File: src/rtl/memory_port_arbiter.sv
// Arbitrates one memory controller port between fetch and load/store, one transaction at a time.
// Optional fetch starvation guard: define MEMORY_PORT_ARBITER_STARVE_GUARD_EN.
module memory_port_arbiter #(
    parameter int unsigned ADDR_W       = 32,
    parameter int unsigned DATA_W       = 32,
    parameter int unsigned MEM_LATENCY  = 1,
    parameter int unsigned STARVE_LIMIT = 4
) (
    input  logic              clk_i,
    input  logic              rst_i,
    input  logic              if_req_i,
    input  logic [ADDR_W-1:0] if_addr_i,
    output logic              if_gnt_o,
    output logic              if_done_o,
    output logic [DATA_W-1:0] if_rdata_o,
    input  logic              ls_req_i,
    input  logic              ls_we_i,
    input  logic [1:0]        ls_width_i,
    input  logic [ADDR_W-1:0] ls_addr_i,
    input  logic [DATA_W-1:0] ls_wdata_i,
    output logic              ls_gnt_o,
    output logic              ls_done_o,
    output logic [DATA_W-1:0] ls_rdata_o,
    output logic [ADDR_W-1:0] mem_read_address_o,
    input  logic [DATA_W-1:0] mem_read_data_i,
    output logic [1:0]        mem_write_width_o,
    output logic [ADDR_W-1:0] mem_write_address_o,
    output logic [DATA_W-1:0] mem_write_data_o,
    output logic              mem_write_enable_o,
    output logic              busy_o
);

    localparam int unsigned CNT_W = 4;
    localparam logic [1:0]  WIDTH_WORD = 2'b10;

    if (MEM_LATENCY < 1 || MEM_LATENCY > 15 || STARVE_LIMIT < 1 || STARVE_LIMIT > 15) begin : g_bad_param
        $error("memory_port_arbiter: MEM_LATENCY and STARVE_LIMIT must be within 1..15");
    end

    typedef enum logic [1:0] {
        S_IDLE   = 2'd0,
        S_ACCESS = 2'd1,
        S_RESP   = 2'd2
    } state_t;

    state_t            state_q, state_d;
    logic [CNT_W-1:0]  cnt_q, cnt_d;
    logic              owner_ls_q, owner_ls_d;
    logic [ADDR_W-1:0] addr_q, addr_d;
    logic [DATA_W-1:0] wdata_q, wdata_d;
    logic [1:0]        width_q, width_d;
    logic              wen_q, wen_d;
    logic              if_done_q, if_done_d;
    logic              ls_done_q, ls_done_d;
    logic [DATA_W-1:0] if_rdata_q, if_rdata_d;
    logic [DATA_W-1:0] ls_rdata_q, ls_rdata_d;
    logic              if_gnt_c, ls_gnt_c;
    logic              force_if;

`ifdef MEMORY_PORT_ARBITER_STARVE_GUARD_EN
    logic [CNT_W-1:0]  starve_q, starve_d;
    assign force_if = (starve_q == CNT_W'(STARVE_LIMIT));
`else
    assign force_if = 1'b0;
`endif

    // Next-state, grant and capture logic
    always_comb begin
        state_d    = state_q;
        cnt_d      = cnt_q;
        owner_ls_d = owner_ls_q;
        addr_d     = addr_q;
        wdata_d    = wdata_q;
        width_d    = width_q;
        wen_d      = 1'b0;
        if_done_d  = 1'b0;
        ls_done_d  = 1'b0;
        if_rdata_d = if_rdata_q;
        ls_rdata_d = ls_rdata_q;
        if_gnt_c   = 1'b0;
        ls_gnt_c   = 1'b0;
`ifdef MEMORY_PORT_ARBITER_STARVE_GUARD_EN
        starve_d   = starve_q;
`endif
        case (state_q)
            S_IDLE: begin
                if (!rst_i) begin
                    if (ls_req_i && !(if_req_i && force_if)) begin
                        ls_gnt_c   = 1'b1;
                        owner_ls_d = 1'b1;
                        addr_d     = ls_addr_i;
                        wdata_d    = ls_wdata_i;
                        width_d    = ls_width_i;
                        wen_d      = ls_we_i;
                        cnt_d      = CNT_W'(MEM_LATENCY - 1);
                        state_d    = S_ACCESS;
`ifdef MEMORY_PORT_ARBITER_STARVE_GUARD_EN
                        if (if_req_i) begin
                            starve_d = starve_q + CNT_W'(1);
                        end
`endif
                    end else if (if_req_i) begin
                        if_gnt_c   = 1'b1;
                        owner_ls_d = 1'b0;
                        addr_d     = if_addr_i;
                        wdata_d    = '0;
                        width_d    = WIDTH_WORD;
                        cnt_d      = CNT_W'(MEM_LATENCY - 1);
                        state_d    = S_ACCESS;
`ifdef MEMORY_PORT_ARBITER_STARVE_GUARD_EN
                        starve_d   = '0;
`endif
                    end
                end
            end
            S_ACCESS: begin
                // Read data is sampled on the last latency cycle and handed back in RESP
                if (cnt_q == '0) begin
                    state_d = S_RESP;
                    if (owner_ls_q) begin
                        ls_rdata_d = mem_read_data_i;
                        ls_done_d  = 1'b1;
                    end else begin
                        if_rdata_d = mem_read_data_i;
                        if_done_d  = 1'b1;
                    end
                end else begin
                    cnt_d = cnt_q - CNT_W'(1);
                end
            end
            S_RESP: begin
                state_d = S_IDLE;
            end
            default: begin
                state_d = S_IDLE;
            end
        endcase
    end

    always_ff @(posedge clk_i) begin
        if (rst_i) begin
            state_q    <= S_IDLE;
            cnt_q      <= '0;
            owner_ls_q <= 1'b0;
            addr_q     <= '0;
            wdata_q    <= '0;
            width_q    <= '0;
            wen_q      <= 1'b0;
            if_done_q  <= 1'b0;
            ls_done_q  <= 1'b0;
            if_rdata_q <= '0;
            ls_rdata_q <= '0;
`ifdef MEMORY_PORT_ARBITER_STARVE_GUARD_EN
            starve_q   <= '0;
`endif
        end else begin
            state_q    <= state_d;
            cnt_q      <= cnt_d;
            owner_ls_q <= owner_ls_d;
            addr_q     <= addr_d;
            wdata_q    <= wdata_d;
            width_q    <= width_d;
            wen_q      <= wen_d;
            if_done_q  <= if_done_d;
            ls_done_q  <= ls_done_d;
            if_rdata_q <= if_rdata_d;
            ls_rdata_q <= ls_rdata_d;
`ifdef MEMORY_PORT_ARBITER_STARVE_GUARD_EN
            starve_q   <= starve_d;
`endif
        end
    end

    assign if_gnt_o            = if_gnt_c;
    assign ls_gnt_o            = ls_gnt_c;
    assign if_done_o           = if_done_q;
    assign ls_done_o           = ls_done_q;
    assign if_rdata_o          = if_rdata_q;
    assign ls_rdata_o          = ls_rdata_q;
    assign mem_read_address_o  = addr_q;
    assign mem_write_address_o = addr_q;
    assign mem_write_data_o    = wdata_q;
    assign mem_write_width_o   = width_q;
    assign mem_write_enable_o  = wen_q;
    assign busy_o              = (state_q != S_IDLE);

endmodule
File: config.mk
export PLATFORM = sky130hd
export DESIGN_NAME = memory_port_arbiter
export DESIGN_NICKNAME = d
export VERILOG_FILES = /design/src/rtl/memory_port_arbiter.sv
export SDC_FILE = /design/constraint.sdc
export NUM_CORES = 1
export LEC_CHECK = 0
export BUFFER_PORTS_ARGS = -buffer_cell sky130_fd_sc_hd__buf_2
export CELL_PAD_IN_SITES_DETAIL_PLACEMENT = 0
export CELL_PAD_IN_SITES_GLOBAL_PLACEMENT = 1
export CORE_ASPECT_RATIO = 0.5
export CORE_UTILIZATION = 29
export CTS_CLUSTER_SIZE = 20
export DETAILED_ROUTE_END_ITERATION = 16
export GPL_ROUTABILITY_DRIVEN = 0
export PLACE_DENSITY_LB_ADDON = 0.08
export SLEW_MARGIN = 15
export SYNTH_ARGS = -nofsm -noshare
export SYNTH_HDL_FRONTEND = slang
export SYNTH_SLANG_ARGS = --single-unit
File: constraint.sdc
create_clock -name clk_i -period 1.5 [get_ports clk_i]
set_input_delay 0.3 -clock clk_i [delete_from_list [all_inputs] [get_ports clk_i]]
set_output_delay 0.3 -clock clk_i [all_outputs]
set_load 0.005 [all_outputs]
# --- After elaboration in Yosys (flattened, before gate mapping) ---
# Cells that the tools add are included.
classes:
  add_sub_neg: 1
  multipliers: 0
  div_mod_pow: 0
  magnitude_cmp: 0
  eq_ne: 4
  shift: 0
  mux: 25
  n_bitwise: 5
  reduce_logical: 12
op_table:
  columns: ["op", "count"]
  rows:
  - ["$mux W32", 4]
  - ["$mux W4", 3]
  - ["$mux W1", 11]
  - ["$mux W2", 5]
  - ["$reduce_and A3 Y1", 3]
  - ["$pmux W4 S2", 1]
  - ["$reduce_bool A2 Y1", 3]
  - ["$reduce_or A3 Y1", 2]
  - ["$not A1 Y1", 5]
  - ["$logic_not A4 Y1", 1]
  - ["$ne A2 B2 Y1 const B", 2]
  - ["$pmux W2 S2", 1]
  - ["$reduce_and A2 Y1", 2]
  - ["$sub A4 B1 Y4 const B", 1]
  - ["$ne A3 B3 Y1 const B", 1]
  - ["$eq A2 B1 Y1 const B", 1]
  - ["$logic_not A2 Y1", 1]
totals:
  regBits: 140
  latchBits: 0
  ramBits: 0
  mem_bits_ro: 0
  in_bits: 135
  output_inout_bits: 168
  elab_cells: 58
  n_memories: 0

# --- Depth between registers and ports, before layout ---
logic_depth:
  ltp_word: 4
  mapped_depth: 7
  ltp_nobuf: 5

# --- Worst setup path before layout ---
# Ideal clock, no wire load.
synth_path:
  path_type: "register to register"
  startpoint: "register cnt_q[0]"
  endpoint: "register ls_rdata_q[10] (netlist: ls_rdata_o[10])"
  setup_time_ps: 118
  arrival_ps: 1449
  required_ps: 1382
  path_slack_ps: -67
  path_stages_with_launch: 8
  n_path_buf: 2
  period_less_slack_ps: 1567
  path_cell_list: "dfxtp_1 > inv_1 > ha_1 > nand4bb_4 > or3b_1 > buf_6 > buf_12 > mux2i_1"
synth_via:
  elab_chain_len: 2
synth_lines:
  columns: ["item", "line_no", "source"]
  rows:
  - ["from (decl)", "47", "logic [CNT_W-1:0] cnt_q, cnt_d;"]
  - ["from (signal assigned)", "158", "cnt_q <= cnt_d;"]
  - ["$logic_not A4 Y1", "118", "if (cnt_q == '0) begin"]
  - ["$reduce_and A3 Y1 (no line)", null, null]
  - ["to (signal assigned)", "167", "ls_rdata_q <= ls_rdata_d;"]
  - ["to (decl)", "56", "logic [DATA_W-1:0] ls_rdata_q, ls_rdata_d;"]
# No other way between the ends.
# A chain may end at the register's enable or synchronous reset.

# --- Worst setup path in the final report ---
layout_path:
  startpoint: "register state_q[1]"
  endpoint: "output ls_gnt_o"
layout_via:
  elab_chain_len: 2
layout_lines:
  columns: ["item", "line_no", "source"]
  rows:
  - ["from (decl)", "46", "state_t state_q, state_d;"]
  - ["from (signal assigned)", "157", "state_q <= state_d;"]
  - ["$logic_not A2 Y1", "85", "case (state_q)"]
  - ["$mux W1", "85", null]
  - ["to (decl)", "21", "output logic ls_gnt_o,"]
# No other way between the ends.

==> results <==
- The clock reaches the later pin of the worst-skew pair after 0.41 ns.
- The critical path endpoint category is an output pin.
- The H-tree was split into 4 levels.
- The endpoint identified for the worst register-to-register timing path is ls_rdata_o[9].
- The clock skew after layout is slightly above 0.005 ns.
- The top-level I/O count is 303.
- Global routing finished with a remaining overflow of 0.
- The clock drives between 100 and 150 sinks.
- The post-synthesis net count is 684.
- By area the synthesized netlist is led by sky130_fd_sc_hd__dfxtp_1 (50%), sky130_fd_sc_hd__mux2i_1 (17%), sky130_fd_sc_hd__nand2_1 (6.5%).
- The type of the setup path with the least slack is reg2out.
- The internal reg-to-reg setup slack is -0.04 ns.
- The beginning of the worst register-to-register path is cnt_q[0].
- Hold repair after CTS inserted 0 buffers.
- The instance count after placement with tap cells included is between 1000 and 1500.
- For the pin with the worst max-slew slack, the measured transition is 0.417 ns.
- For hold timing, the worst endpoint is mem_write_enable_o.
- The highest attainable clock frequency is about 0.64 GHz.
- The most common flop cell mapped by yosys is sky130_fd_sc_hd__dfxtp_1.
- In this run the core area contains 35 standard-cell rows.
- Of all flip-flops after synthesis, the portion carrying an async set or reset was 0%.
- The setup slack at placement is -0.159 ns.
- The non-filler instance count after layout is between 1000 and 1500.
- The initial utilization of the core area, before any placement, comes to about 30%.
- The tightest hold path in the finished design has a slack of about 0.090 ns.
- In this run, the number of DRC markers left after iteration 0 of detailed routing was about 120.
- Per report_power, the sequential group accounts for 39.0% of the total.
- The flow ran to the end, but the final reports show violations.
- Per report_power, the clock group accounts for a little under half of the total.
- Summing all placed instances gives a cell area of approximately 7300 µm².
- The final-report setup violation count is 35.
- The gate count after technology mapping is about 550.
- The minimum clock period is between 1.5 and 2 ns.
- The detail route stage leaves a number of antenna-violating nets equal to 0.
- The switching part of the total power is a little under a quarter.
- In this run the mean area of a mapped cell was 10.3 µm².
- The instance count along the most critical hold path is 2.
- Setup repair after global routing could not meet its margin everywhere.
- The clock-pin slew on the worst setup and hold paths is ~0.06 ns.
- The tree is rooted in a sky130_fd_sc_hd__clkbuf_16.
- The startpoint of the worst setup timing path is state_q[1].
- The power density over the cells is 1280 nW/µm².
- The type of element launching the critical path is a flip-flop.
- The total count of max-transition violations in the final report is 0.
- The number of optimization iterations in the first detailed-route pass is 4.
- The number of cell instances on the worst register-to-register path is 6.
- The biggest area contributor in the post-synthesis netlist is sky130_fd_sc_hd__dfxtp_1.
- The number of vias per cell after detailed routing is 4.41.
- The first global-routing pass estimated 24.2 mm of wire.
- Max-cap violations in this run came to 0.
- In the post-route analysis, the smallest setup slack over all paths is -0.0737 ns.
- Of the available clock period, the critical path in the final layout requires 105%.
- The finished cells cover around 8300 µm².
- The number of different library cells used by synthesis comes to 36.
- The synthesized design contains 140 register bits.
- Counting the buffers created by CTS gives 17.
- The synthesized area is about 5600 µm².
- The dominant cell by count in the synthesized netlist is sky130_fd_sc_hd__dfxtp_1.
- STA puts the critical path data arrival time at 1.27 ns.
- The largest vdd supply drop is between 500 and 600 µV.
- The overall die area is 20000 µm².
- STA puts the critical path data required time at around 1.2 ns.
- Summed over all nets, the switching power comes to around 0.0025 W.
- The routed design has roughly 17 mm of wire.
- The analysis attributes to cell leakage a power of 4.20 nW.
- The pin count of the biggest net entering global routing is 99.
- The initial antenna violation count is 3.
- The maximum fanout along the worst path is 4.
- In the final routed layout, each cell accounts on average for ~15 µm.
- The worst hold path class is in2reg.
- The half-perimeter wire length of the detailed placement result is between 10 and 15 mm.
- The horizontal die dimension is approximately 200 µm.
- From bottom edge to top edge, the die measures roughly 100 µm.
- After the last flow step, the layout net total stands at 973.
- The layout cell share with drive strength beyond 1 is 46.9%.
- The number of hold violations in the final report came to 0.
- Compared with the post-synthesis result, the final layout area differs by 47.6%.
- The share of synthesized area in the top cell type comes to 49.9%.
- The number of port buffers is 302.
- During synthesis, Yosys emitted a total of 0 warnings.
- The launch point of the worst hold path is ls_we_i.
- Counting flops with a built-in enable in the synthesized netlist gives 0.
- The internal power of the cells totals slightly above 0.008 W.
- Across every metal layer, demand over resource in global routing totals about 16%.
- The standard cell core area is 18700 µm².
- The commonest cells after synthesis are sky130_fd_sc_hd__dfxtp_1 (140), sky130_fd_sc_hd__nand2_1 (97), sky130_fd_sc_hd__mux2i_1 (96).
- In the routed design, unresolved DRC markers number 0.
- Measured on the finished design, the core utilization comes to about 44%.
- The headroom to the max-slew limit is between 70% and 80%.
- The portion of total power attributed to combinational logic is between 10% and 20%.
- TritonCTS built the clock tree.
- Summing over every cut layer, the via total after detailed routing is about 4900.
- The number of global-route vias before repair was ~4600.
- The largest buffer count on any clock path is 2.
- After synthesis, flip-flops and latches occupy about 50% of the total area.
- The final reports fail on negative setup slack.
-- logic make-up after synthesis --
group                      count (synthesis)  share of synthesized area, %
buffers and inverters                     80                          9.22
adders and majority gates                  2                         0.445
DFF                                      140                          49.9
AOI/OAI and AO/OA                        109                          13.9
muxes                                     96                          17.1
and+or+nand+nor                          120                          9.49
-- cells in the final DEF, fill, tap and decap left out, drive strengths merged --
master    synthesis  routed
a21oi            35      35
o221ai            1       1
clkinv            0       1
inv               5       6
or3b              1       1
nor3b             3       3
dfxtp           140     140
o21ai             3       3
or4               2       2
nand2            97      97
and3              1       1
buf              58     340
a21boi            3       3
a31o              1       1
or3               3       3
nand2b            1       1
or2               1       1
o21a              1       1
clkbuf           17      26
a22o             33      33
nor2              5       5
bufinv            0       6
ha                2       2
nor3              3       3
nand4bb           1       1
a211oi           32      32
nor4              1       1
mux2i            96      96
diode             0       1
clkinvlp          0       2
and2              1       1
-- worst max-delay path by stage --
stage | end | slack (ns) | cells past startpoint
2_1_floorplan | ls_rdata_o[10] | -0.03 | 7
3_3_place_gp | ls_rdata_o[20] | -0.13 | 6
3_5_place_dp | ls_rdata_o[9] | -0.16 | 6
4_1_cts | ls_gnt_o | -0.1 | 3
5_1_grt | ls_gnt_o | -0.11 | 3
6_report | ls_gnt_o | -0.07 | 3
-- what timing repair did --
action | in CTS | in global routing
resized for setup | 16 | 13
setup endpoints to repair | 54 | 68
cloned | 1 | 6
pin swaps | 5 | 4
buffers inserted | 4 | 7
-- layer usage --
layer  vias to the layer above  share of wire, %  GRT usage (%)
met3                        16               4.9           4.60
met5                         -              0.19              0
li1                       2472                 -              -
met1                      2263                47           20.3
met2                       133                47           25.7
met4                         4              0.75           4.26
-- critical path, stage by stage, from the launching register on --
cell and delay (ns):
sky130_fd_sc_hd__dfxtp_4 0.35, sky130_fd_sc_hd__nor2_4 0.17, sky130_fd_sc_hd__and3_4 0.24, sky130_fd_sc_hd__buf_6 0.10
-- power by group through the flow --
stage | clock, W | combinational (W) | sequential, W
2_1_floorplan | 0 | 0.000816 | 0.00424
3_3_place_gp | 0 | 0.00143 | 0.00423
3_5_place_dp | 0 | 0.00144 | 0.00423
4_1_cts | 0.00504 | 0.00149 | 0.00416
5_1_grt | 0.00520 | 0.00175 | 0.00419
6_report | 0.00491 | 0.00159 | 0.00415
-- area by class of cell --
cell class / count / area, µm²
Fill cell: 1914 / 10400
Antenna cell: 1 / 2.50
Clock inverter: 10 / 209
Multi-Input combinational cell: 327 / 2350
Sequential cell: 140 / 2810
Inverter: 5 / 18.8
Tap cell: 259 / 324
Timing Repair Buffer: 345 / 2090
Clock buffer: 21 / 480
-- per-stage QoR --
step	setup TNS (ns)	power, W
finish	-1.10	0.0107
global route	-4.39	0.0111
CTS	-1.66	0.0107
detailed placement	-5.05	0.00567
global placement	-4.06	0.00566
floorplan	-0.898	0.00506
-- state kept, by name, indices dropped and copies added, names as in the netlist --
name / cells
if_rdata_o: 32
mem_write_width_o: 2
ls_rdata_o: 32
owner_ls_q: 1
state_q: 2
mem_read_address_o: 32
ls_done_o: 1
if_done_o: 1
mem_write_data_o: 32
mem_write_enable_o: 1
cnt_q: 4
No activity file was read; power rests on OpenSTA's default activity.
